--- src/rtl/alu_pkg.sv ---
// rtl/alu_pkg.sv - shared ALU opcodes, flag bit positions and sequencer state encoding
package alu_pkg;

  localparam int OP_W    = 3;
  localparam int FLAGS_W = 4;

  localparam logic [OP_W-1:0] ALU_ADD  = 3'b000;
  localparam logic [OP_W-1:0] ALU_SUB  = 3'b001;
  localparam logic [OP_W-1:0] ALU_AND  = 3'b010;
  localparam logic [OP_W-1:0] ALU_OR   = 3'b011;
  localparam logic [OP_W-1:0] ALU_NOT  = 3'b100;
  localparam logic [OP_W-1:0] ALU_COMP = 3'b101;
  localparam logic [OP_W-1:0] ALU_SHR  = 3'b110;
  localparam logic [OP_W-1:0] ALU_SHL  = 3'b111;

  // Flags are packed {C,N,O,Z}
  localparam int FLAG_C = 3;
  localparam int FLAG_N = 2;
  localparam int FLAG_O = 1;
  localparam int FLAG_Z = 0;

  typedef enum logic [2:0] {
    S_IDLE    = 3'd0,
    S_RD_A    = 3'd1,
    S_RD_B    = 3'd2,
    S_LATCH_B = 3'd3,
    S_EXEC    = 3'd4,
    S_WB      = 3'd5
  } seq_state_e;

endpackage

--- src/rtl/alu_sequencer_if.sv ---
// rtl/alu_sequencer_if.sv - request, register-bank and ALU signals of the sequencer
// slave is the sequencer side; master is whatever issues requests and hosts the bank/ALU.
interface alu_sequencer_if
  import alu_pkg::*;
#(
  parameter int ADDR_W = 3
);
  logic               start;
  logic [OP_W-1:0]    op_req;
  logic [ADDR_W-1:0]  src_a_sel;
  logic [ADDR_W-1:0]  src_b_sel;
  logic [ADDR_W-1:0]  dst_sel;
  logic               busy;
  logic               done;
  logic               reg_rd_en;
  logic [ADDR_W-1:0]  reg_rd_addr;
  logic [7:0]         reg_rd_data;
  logic [7:0]         alu_a;
  logic [7:0]         alu_b;
  logic [OP_W-1:0]    alu_op;
  logic               alu_out_en;
  logic [FLAGS_W-1:0] alu_flags;
  logic               reg_wr_en;
  logic [ADDR_W-1:0]  reg_wr_addr;
  logic [FLAGS_W-1:0] flags_q;

  modport slave (
    input  start, op_req, src_a_sel, src_b_sel, dst_sel, reg_rd_data, alu_flags,
    output busy, done, reg_rd_en, reg_rd_addr, alu_a, alu_b, alu_op, alu_out_en,
           reg_wr_en, reg_wr_addr, flags_q
  );

  modport master (
    output start, op_req, src_a_sel, src_b_sel, dst_sel, reg_rd_data, alu_flags,
    input  busy, done, reg_rd_en, reg_rd_addr, alu_a, alu_b, alu_op, alu_out_en,
           reg_wr_en, reg_wr_addr, flags_q
  );

endinterface

--- src/rtl/alu_sequencer.sv ---
// rtl/alu_sequencer.sv - multi-cycle operand fetch / execute / write-back controller for the 8-bit ALU
// One request at a time; a new start is only looked at in IDLE.
module alu_sequencer
  import alu_pkg::*;
#(
  parameter int ADDR_W  = 3,
  parameter bit COMP_WB = 1'b1
) (
  input logic            clk,
  input logic            rst,
  alu_sequencer_if.slave bus
);

  seq_state_e         state_q, state_d;
  logic [OP_W-1:0]    op_q;
  logic [ADDR_W-1:0]  a_sel_q, b_sel_q, dst_q;
  logic [7:0]         a_q, b_q;
  logic [FLAGS_W-1:0] flags_r_q;
  logic               done_q;

  logic               accept;
  logic               comp_no_wb;
  logic               rd_en, out_en, wr_en;
  logic [ADDR_W-1:0]  rd_addr, wr_addr;

  assign accept     = (state_q == S_IDLE) && bus.start;
  assign comp_no_wb = (op_q == ALU_COMP) && !COMP_WB;

  always_ff @(posedge clk) begin
    if (rst) begin
      state_q   <= S_IDLE;
      op_q      <= '0;
      a_sel_q   <= '0;
      b_sel_q   <= '0;
      dst_q     <= '0;
      a_q       <= '0;
      b_q       <= '0;
      flags_r_q <= '0;
      done_q    <= 1'b0;
    end else begin
      state_q <= state_d;
      done_q  <= (state_q == S_WB);
      if (accept) begin
        op_q    <= bus.op_req;
        a_sel_q <= bus.src_a_sel;
        b_sel_q <= bus.src_b_sel;
        dst_q   <= bus.dst_sel;
      end
      // Bank read data arrives one cycle after its strobe, so each operand lands a state late.
      if (state_q == S_RD_B)    a_q       <= bus.reg_rd_data;
      if (state_q == S_LATCH_B) b_q       <= bus.reg_rd_data;
      if (state_q == S_WB)      flags_r_q <= bus.alu_flags;
    end
  end

  always_comb begin
    state_d = state_q;
    rd_en   = 1'b0;
    rd_addr = '0;
    out_en  = 1'b0;
    wr_en   = 1'b0;
    wr_addr = '0;
    case (state_q)
      S_IDLE:    if (bus.start) state_d = S_RD_A;
      S_RD_A: begin
        rd_en   = 1'b1;
        rd_addr = a_sel_q;
        state_d = S_RD_B;
      end
      S_RD_B: begin
        rd_en   = 1'b1;
        rd_addr = b_sel_q;
        state_d = S_LATCH_B;
      end
      S_LATCH_B: state_d = S_EXEC;
      S_EXEC:    state_d = S_WB;
      S_WB: begin
        out_en  = 1'b1;
        wr_en   = !comp_no_wb;
        wr_addr = dst_q;
        state_d = S_IDLE;
      end
      default:   state_d = S_IDLE;
    endcase
  end

  assign bus.busy        = (state_q != S_IDLE);
  assign bus.done        = done_q;
  assign bus.reg_rd_en   = rd_en;
  assign bus.reg_rd_addr = rd_addr;
  // Operands and opcode stay on the ALU inputs so its combinational flags hold through WB.
  assign bus.alu_a       = a_q;
  assign bus.alu_b       = b_q;
  assign bus.alu_op      = op_q;
  assign bus.alu_out_en  = out_en;
  assign bus.reg_wr_en   = wr_en;
  assign bus.reg_wr_addr = wr_addr;
  assign bus.flags_q     = flags_r_q;

endmodule

--- src/flat_wrapper.sv ---
// flat-port wrapper written by rule: the top's interface ports become plain ports
module alu_sequencer_flat import alu_pkg::*;
#(
  parameter int ADDR_W  = 3,
  parameter bit COMP_WB = 1'b1
)
  (clk, rst, bus_start, bus_op_req, bus_src_a_sel, bus_src_b_sel, bus_dst_sel, bus_reg_rd_data, bus_alu_flags, bus_busy, bus_done, bus_reg_rd_en, bus_reg_rd_addr, bus_alu_a, bus_alu_b, bus_alu_op, bus_alu_out_en, bus_reg_wr_en, bus_reg_wr_addr, bus_flags_q);
  alu_sequencer_if #(.ADDR_W(ADDR_W)) bus_i ();
  input logic clk;
  input logic rst;
  input wire logic [$bits(bus_i.start)-1:0] bus_start;
  input wire logic [$bits(bus_i.op_req)-1:0] bus_op_req;
  input wire logic [$bits(bus_i.src_a_sel)-1:0] bus_src_a_sel;
  input wire logic [$bits(bus_i.src_b_sel)-1:0] bus_src_b_sel;
  input wire logic [$bits(bus_i.dst_sel)-1:0] bus_dst_sel;
  input wire logic [$bits(bus_i.reg_rd_data)-1:0] bus_reg_rd_data;
  input wire logic [$bits(bus_i.alu_flags)-1:0] bus_alu_flags;
  output wire logic [$bits(bus_i.busy)-1:0] bus_busy;
  output wire logic [$bits(bus_i.done)-1:0] bus_done;
  output wire logic [$bits(bus_i.reg_rd_en)-1:0] bus_reg_rd_en;
  output wire logic [$bits(bus_i.reg_rd_addr)-1:0] bus_reg_rd_addr;
  output wire logic [$bits(bus_i.alu_a)-1:0] bus_alu_a;
  output wire logic [$bits(bus_i.alu_b)-1:0] bus_alu_b;
  output wire logic [$bits(bus_i.alu_op)-1:0] bus_alu_op;
  output wire logic [$bits(bus_i.alu_out_en)-1:0] bus_alu_out_en;
  output wire logic [$bits(bus_i.reg_wr_en)-1:0] bus_reg_wr_en;
  output wire logic [$bits(bus_i.reg_wr_addr)-1:0] bus_reg_wr_addr;
  output wire logic [$bits(bus_i.flags_q)-1:0] bus_flags_q;
  assign bus_i.start = bus_start;
  assign bus_i.op_req = bus_op_req;
  assign bus_i.src_a_sel = bus_src_a_sel;
  assign bus_i.src_b_sel = bus_src_b_sel;
  assign bus_i.dst_sel = bus_dst_sel;
  assign bus_i.reg_rd_data = bus_reg_rd_data;
  assign bus_i.alu_flags = bus_alu_flags;
  assign bus_busy = bus_i.busy;
  assign bus_done = bus_i.done;
  assign bus_reg_rd_en = bus_i.reg_rd_en;
  assign bus_reg_rd_addr = bus_i.reg_rd_addr;
  assign bus_alu_a = bus_i.alu_a;
  assign bus_alu_b = bus_i.alu_b;
  assign bus_alu_op = bus_i.alu_op;
  assign bus_alu_out_en = bus_i.alu_out_en;
  assign bus_reg_wr_en = bus_i.reg_wr_en;
  assign bus_reg_wr_addr = bus_i.reg_wr_addr;
  assign bus_flags_q = bus_i.flags_q;
  alu_sequencer #(.ADDR_W(ADDR_W), .COMP_WB(COMP_WB)) u_core (.clk(clk), .rst(rst), .bus(bus_i));
endmodule
--- config.mk ---
export PLATFORM = sky130hd
export DESIGN_NAME = alu_sequencer_flat
export DESIGN_NICKNAME = d
export VERILOG_FILES = /design/src/rtl/alu_pkg.sv /design/src/rtl/alu_sequencer_if.sv /design/src/rtl/alu_sequencer.sv /design/src/flat_wrapper.sv
export SDC_FILE = /design/constraint.sdc
export NUM_CORES = 1
export LEC_CHECK = 0
export CORE_MARGIN = 2
export CORE_UTILIZATION = 47
export CTS_CLUSTER_SIZE = 20
export DETAILED_ROUTE_END_ITERATION = 7
export PLACE_DENSITY = 0.84
export SYNTH_ARGS = -nofsm -noshare
export SYNTH_HDL_FRONTEND = slang
export SYNTH_SLANG_ARGS = --single-unit
--- constraint.sdc ---
create_clock -name clk -period 2.55 [get_ports clk]
set_input_delay 0.51 -clock clk [delete_from_list [all_inputs] [get_ports clk]]
set_output_delay 0.51 -clock clk [all_outputs]
set_load 0.01 [all_outputs]
==> metrics.md, run 1 <==
| Metric | Value |
|---|---|
| Run status | `complete, no violations` |
| Die height | `63.8 um` |
| Leak pwr | `0.908 nW` |
| Area grow syn2layout | `41.6%` |
| CP Class | `reg -> out` |
| Via/cell ratio | `between 4 and 5` |
| Initial core utilization | `0.495` |
| Max_cap viols | `0` |
| Drt total wl | `approximately 3600 um` |
| Cell variety after synth | `21` |
| Die Area | `4060 sq um` |
| Async SR Flop Fraction | `0` |
| Max Clock Skew | `0.00657 ns` |
| Antenna diodes | `0` |
| CTS clock-pin slew for the worst setup and hold paths | `approximately 0.1 ns` |
| Register area share after synthesis | `0.430` |
| Vias in the first global route | `roughly 1,400` |
| # H-tree levels | `2` |
| Detailed placement HPWL | `approximately 2700 um` |
| Endpoint, Worst Hold | `u_core.b_sel_q[0]$_SDFFE_PP0P_` |
| Core region area | `between 3000 and 4000 sq um` |
| Ys flop type | `dfxtp_1` |
| Synth top area cells | `dfxtp_1, nand2b_1, mux2i_1` |
| Syn_area_per_cell | `between 10 and 15 sq um` |
| Beginning of the worst hold path | `u_core.b_sel_q[0]$_SDFFE_PP0P_` |
| Hold WC Path Type | `reg -> reg` |
| DP Area | `2310 sq um` |
| First-pass GRT wire length | `6080 um` |
| Setup TNS Final | `0 ns` |
| Die X | `63.8 um` |
| DP Worst Slack | `0.597 ns` |
| WHS | `0.479 ns` |
| Dpl cells | `263` |
| Slew @ Worst Pin | `0.811 ns` |
| R2R cell count | `3` |
| Post-route cell area | `between 2000 and 2500 sq um` |
| Pin count of the biggest net entering global routing | `37` |
| CTS Buffer Depth | `2` |
| Nets@finish | `251` |
| Initial antenna violation count | `0` |
| Fillers | `262` |
| DRT antenna net count | `0` |
| DRC errors left | `0` |
| I/O Pins | `61` |
| Clock sink total | `36` |
| Crit path time final | `approximately 2.3 ns` |
| Min-Delay Path Depth | `2` |
| CP endpoint kind | `output pin` |
| Gr ovfl total | `0` |
| FF-to-FF End | `u_core.bus.alu_a[0]$_SDFFE_PP0N_` |
| Arrival @ worst endpoint | `between 1.5 and 2 ns` |
| PostCTS Resize Cnt | `0` |
| Root Driver | `clkbuf_4` |
| EDFF count, synth | `0` |
| Hold_buf cts | `0` |
| Post-CTS setup buffers | `0` |
| R2R Path Start | `u_core.state_q[1]$_SDFFE_PP0P_` |
| DR pass1 iterations | `4` |
| Final setup fails | `0` |
| GR Util All Layers | `0.196` |
| Post-synth top cells | `nand2b_1, dfxtp_1, mux2i_1` |
| Yosys top cell area share | `0.430` |
| WP data required | `between 2 and 2.5 ns` |
| Period utilization | `0.908` |
| Fmax | `432 MHz` |
| Final worst setup slack | `0.234 ns` |
| Clock latency on the worst-skew pair | `roughly 0.34 ns` |
| Unrepaired setup endpoints after global routing | `false` |
| Fraction of layout cells with a size suffix above 1 | `0.0893` |
| TritonCTS buffer count | `5` |
| Register bit count reported by yosys | `36` |
| Syn_nets | `191` |
| Startpoint types | `register` |
| Cell accounting for the most synthesized area | `dfxtp_1` |
| Via count | `1,308` |
| Starting DRT DRC Count | `77` |
| Synthesized area | `1680 sq um` |
| Synthesis warning total | `0` |
| Most frequent cell after synthesis | `nand2b_1` |
| Hold Violations, Final | `0` |
| CTS tree | `yes` |
| GPL Wtd Cong | `0.727` |
| Slack of the worst reg-to-reg path | `0.94 ns` |
| Max rail drop VDD | `0.312 mV` |
| # rows | `21` |
| Fin. max-slew vios | `0` |
| Max_slew headroom | `0.457` |
| Syn Inst Count | `~160` |
| IO buf count | `60` |
| Average wire per standard cell | `13.3 um` |
| Non-Filler Instances | `270` |
| Power per Cell Area | `494 nW/um^2` |
| Crit path max fanout | `11` |
[worst max-delay path by stage]
stage                                   start                  to  slack [ns]  cells after the start
3_5_place_dp   u_core.state_q[2]$_SDFFE_PP0P_            bus_busy        0.60                      3
5_1_grt        u_core.state_q[1]$_SDFFE_PP0P_       bus_reg_rd_en        0.14                      4
2_1_floorplan  u_core.state_q[1]$_SDFFE_PP0P_  bus_reg_wr_addr[0]        1.03                      3
6_report       u_core.state_q[2]$_SDFFE_PP0P_            bus_busy        0.23                      3
4_1_cts        u_core.state_q[2]$_SDFFE_PP0P_            bus_busy        0.21                      3
3_3_place_gp   u_core.state_q[2]$_SDFFE_PP0P_            bus_busy        0.63                      3
[report_power, final]
group / switching, mW / internal [mW] / leakage (nW)
Combinational: 0.0879 / 0.137 / 0.578
Clock: 0.183 / 0.156 / 0.0374
Sequential: 0.0168 / 0.592 / 0.293
[area by class of cell]
class / count / area [sq um] / share of cell area
Clock buffer: 7 / 65.1 / 0.0274
Tap cell: 46 / 57.6 / 0.0242
Sequential cell: 36 / 721 / 0.303
Timing Repair Buffer: 67 / 653 / 0.275
Multi-Input combinational cell: 114 / 880 / 0.370
[routing by layer]
layer	vias to the layer above	track usage	wire length [um]
met5	-	0	0
met4	0	0.0978	90
met3	8	0.0810	244
met2	40	0.338	1840
met1	604	0.206	1410
li1	656	-	-
[placed cells by master (no fill, tap or decap)]
master	synthesis	layout
nand3b_1	7	7
nor4b_4	1	1
or3b_1	1	1
nor3_1	1	1
clkbuf_4	0	5
a2111oi_2	1	1
a21oi_1	4	4
dfxtp_1	36	36
and3b_2	1	1
nor2b_1	1	1
mux2i_1	32	32
clkbuf_8	0	2
a211oi_1	1	1
and2_1	3	3
a21oi_2	1	1
nor3b_2	0	1
nand2b_1	58	58
buf_4	3	7
or3_2	1	1
clkdlybuf4s50_1	0	60
[critical path: stages (launching register included)]
cell and delay [ns]:
dfxtp_1 0.33, buf_4 0.17, or3_2 0.47, clkdlybuf4s50_1 0.49
[stage by stage]
step	util	power [mW]
floorplan	-	0.741
global placement	0.682	0.840
detailed placement	0.682	0.848
CTS	0.701	1.18
global route	0.701	1.23
finish	0.701	1.17
[registers in the layout, indices dropped and copies added, names as in the netlist]
signal,cells
u_core.bus.alu_a,8
u_core.bus.alu_b,8
u_core.bus.flags_q,4
u_core.a_sel_q,3
u_core.b_sel_q,3
u_core.bus.alu_op,3
u_core.dst_q,3
u_core.state_q,3
u_core.bus.done,1
[logic make-up (layout without fill, tap and decap cells)]
| logic type | Yosys count | in the layout | share of synthesized area |
|---|---|---|---|
| multiplexers | 32 | 32 | 0.191 |
| buffers and inverters | 14 | 74 | 0.0492 |
| AO/OA/AOI/OAI | 7 | 7 | 0.0306 |
| flip-flops | 36 | 36 | 0.430 |
| AND/OR/NAND/NOR | 75 | 75 | 0.300 |
Power figures use the tool's default switching activity.
==> run 2, diff against run 1 <==
- CORE_ASPECT_RATIO: unset -> 1.2
- CORE_MARGIN: 2 -> 1
==> run 2 against run 1 <==
  * Highest routed layer unchanged
  * Via count decreased by 1.2%
  * Die area decreased by 6.2%
  * Cell area increased by 0.53%
  * Combinational power decreased by 6%
  * Clock power increased by 46%
  * Largest cell class unchanged
  * Critical path depth unchanged
  * Largest power group unchanged
  * Register-to-register slack improved by 0.07 ns
  * Critical endpoint is now bus_reg_wr_addr[2]
  * Total power increased by 13%
==> metrics.md, run 2 (synthesized netlist as in run 1, its figures left out) <==
| Metric | Value |
|---|---|
| Die Area | `approximately 3800 sq um` |
| Clock latency on the worst-skew pair | `0.29 ns` |
| Slew @ Worst Pin | `approximately 0.58 ns` |
| Via count | `about 1,300` |
| Vias in the first global route | `1,218` |
| DRT antenna net count | `0` |
| GR Util All Layers | `0.194` |
| Max_slew headroom | `0.609` |
| # H-tree levels | `2` |
| Period utilization | `0.956` |
| Antenna diodes | `0` |
| Hold Violations, Final | `0` |
| DRC errors left | `0` |
| Clk pwr share | `0.373` |
| Hold_buf cts | `0` |
| Setup crit start | `u_core.state_q[1]$_SDFFE_PP0P_` |
| Clock sink total | `36` |
| First-pass GRT wire length | `5660 um` |
| Nets@finish | `249` |
| Die height | `67.5 um` |
| Max layer used | `met4` |
| Gr ovfl total | `0` |
| WP data required | `around 2.0 ns` |
| Via/cell ratio | `just under 5` |
| Area grow syn2layout | `42.4%` |
| Pin count of the biggest net entering global routing | `just over 60` |
| Hold WC Path Type | `reg -> reg` |
| Met3 WL | `~280 um` |
| Reg power frac | `0.467` |
| Post-CTS setup buffers | `0` |
| CP Class | `reg -> out` |
| Starting DRT DRC Count | `32` |
| Layout Utilization | `0.709` |
| IO buf count | `60` |
| Power per Cell Area | `554 nW/um^2` |
| Average wire per standard cell | `13.6 um` |
| # rows | `23` |
| Crit path time final | `around 2.4 ns` |
| Max_cap viols | `0` |
| Detailed placement HPWL | `between 2000 and 2500 um` |
| Met2 Routed Length | `1660 um` |
| DR pass1 iterations | `4` |
| Crit path max fanout | `16` |
| Post-route cell area | `2390 sq um` |
| Commonest non-fill, non-tap cell in the layout | `clkdlybuf4s50_1` |
| I/O Pins | `61` |
| Gate power share | `0.160` |
| Fraction of layout cells with a size suffix above 1 | `0.0807` |
| Fin. max-slew vios | `0` |
| Most frequent cells in the layout | `clkdlybuf4s50_1, nand2b_1, dfxtp_1, mux2i_1, nand3b_1` |
| TritonCTS buffer count | `5` |
| DP Area | `2280 sq um` |
| Max rail drop VDD | `approximately 0.84 mV` |
| Beginning of the worst hold path | `u_core.dst_q[0]$_SDFFE_PP0P_` |
| Core region area | `3370 sq um` |
| Drt total wl | `3530 um` |
| Root Driver | `clkbuf_8` |
| Met1 wire length | `1550 um` |
| Startpoint types | `register` |
| Switching portion of total power | `0.233` |
| Die X | `roughly 57 um` |
| CTS Buffer Depth | `2` |
| PostCTS Resize Cnt | `0` |
| Final setup fails | `0` |
| Initial core utilization | `0.498` |
| Int Power | `1.02 mW` |
| Fmax | `410 MHz` |
| Run status | `complete, no violations` |
| Setup TNS Final | `0 ns` |
| P_sw | `~310 uW` |
| CTS tree | `yes` |
| R2R Path Start | `u_core.state_q[1]$_SDFFE_PP0P_` |
| Initial antenna violation count | `0` |
| Unrepaired setup endpoints after global routing | `false` |
| CP endpoint kind | `output pin` |
| Leak pwr | `a little over 0.9 nW` |
| CTS clock-pin slew for the worst setup and hold paths | `0.07 ns` |
| Arrival @ worst endpoint | `slightly below 2 ns` |
| Max Clock Skew | `0.00605 ns` |
| GPL Wtd Cong | `0.719` |
==> run 2: path summary, 6_finish.rpt <==
check / to / slack [ns] / depth (start not counted)
setup reg to reg: u_core.bus.alu_b[5]$_SDFFE_PP0N_ / 1.01 / 2
hold / removal: u_core.dst_q[0]$_SDFFE_PP0P_ / 0.47 / 2
setup / recovery: bus_reg_wr_addr[2] / 0.11 / 3
hold reg to reg: u_core.dst_q[0]$_SDFFE_PP0P_ / 0.47 / 2
==> run 2: worst max-delay path, stage by stage, from the launching register on <==
cell and delay (ns):
dfxtp_1 0.64, and3b_2 0.35, and2_1 0.18, clkdlybuf4s50_1 0.48
==> run 2: per-stage QoR <==
stage	hold WS (ns)	worst slack (ns)	std cells	power, mW
after floorplan	0.444	1.03	164	0.741
after global placement	0.457	0.404	252	0.835
after detailed placement	0.465	0.331	252	0.842
after CTS	0.476	0.0149	260	1.34
after global routing	0.489	0.0113	260	1.38
final	0.470	0.111	260	1.32
==> run 2: layer usage <==
layer | up-vias | global-route usage
li1 | 656 | -
met1 | 582 | 0.234
met2 | 49 | 0.318
met3 | 5 | 0.0747
met4 | 0 | 0.0640
met5 | - | 0
==> run 2: cell type report <==
cell class / instances / area [sq um]
fill: 267 / 978
clock inverter: 2 / 35.0
multi-input combinational: 114 / 875
tap: 37 / 46.3
clock buffer: 6 / 72.6
sequential: 36 / 722
timing repair buffer: 65 / 638
==> run 2: power groups by stage <==
stage          sequential (mW)  clock, mW  combinational (mW)
6_report                 0.618      0.494               0.211
5_1_grt                  0.623      0.527               0.228
4_1_cts                  0.618      0.506               0.214
3_5_place_dp             0.630          0               0.212
3_3_place_gp             0.628          0               0.208
2_1_floorplan            0.627          0               0.114
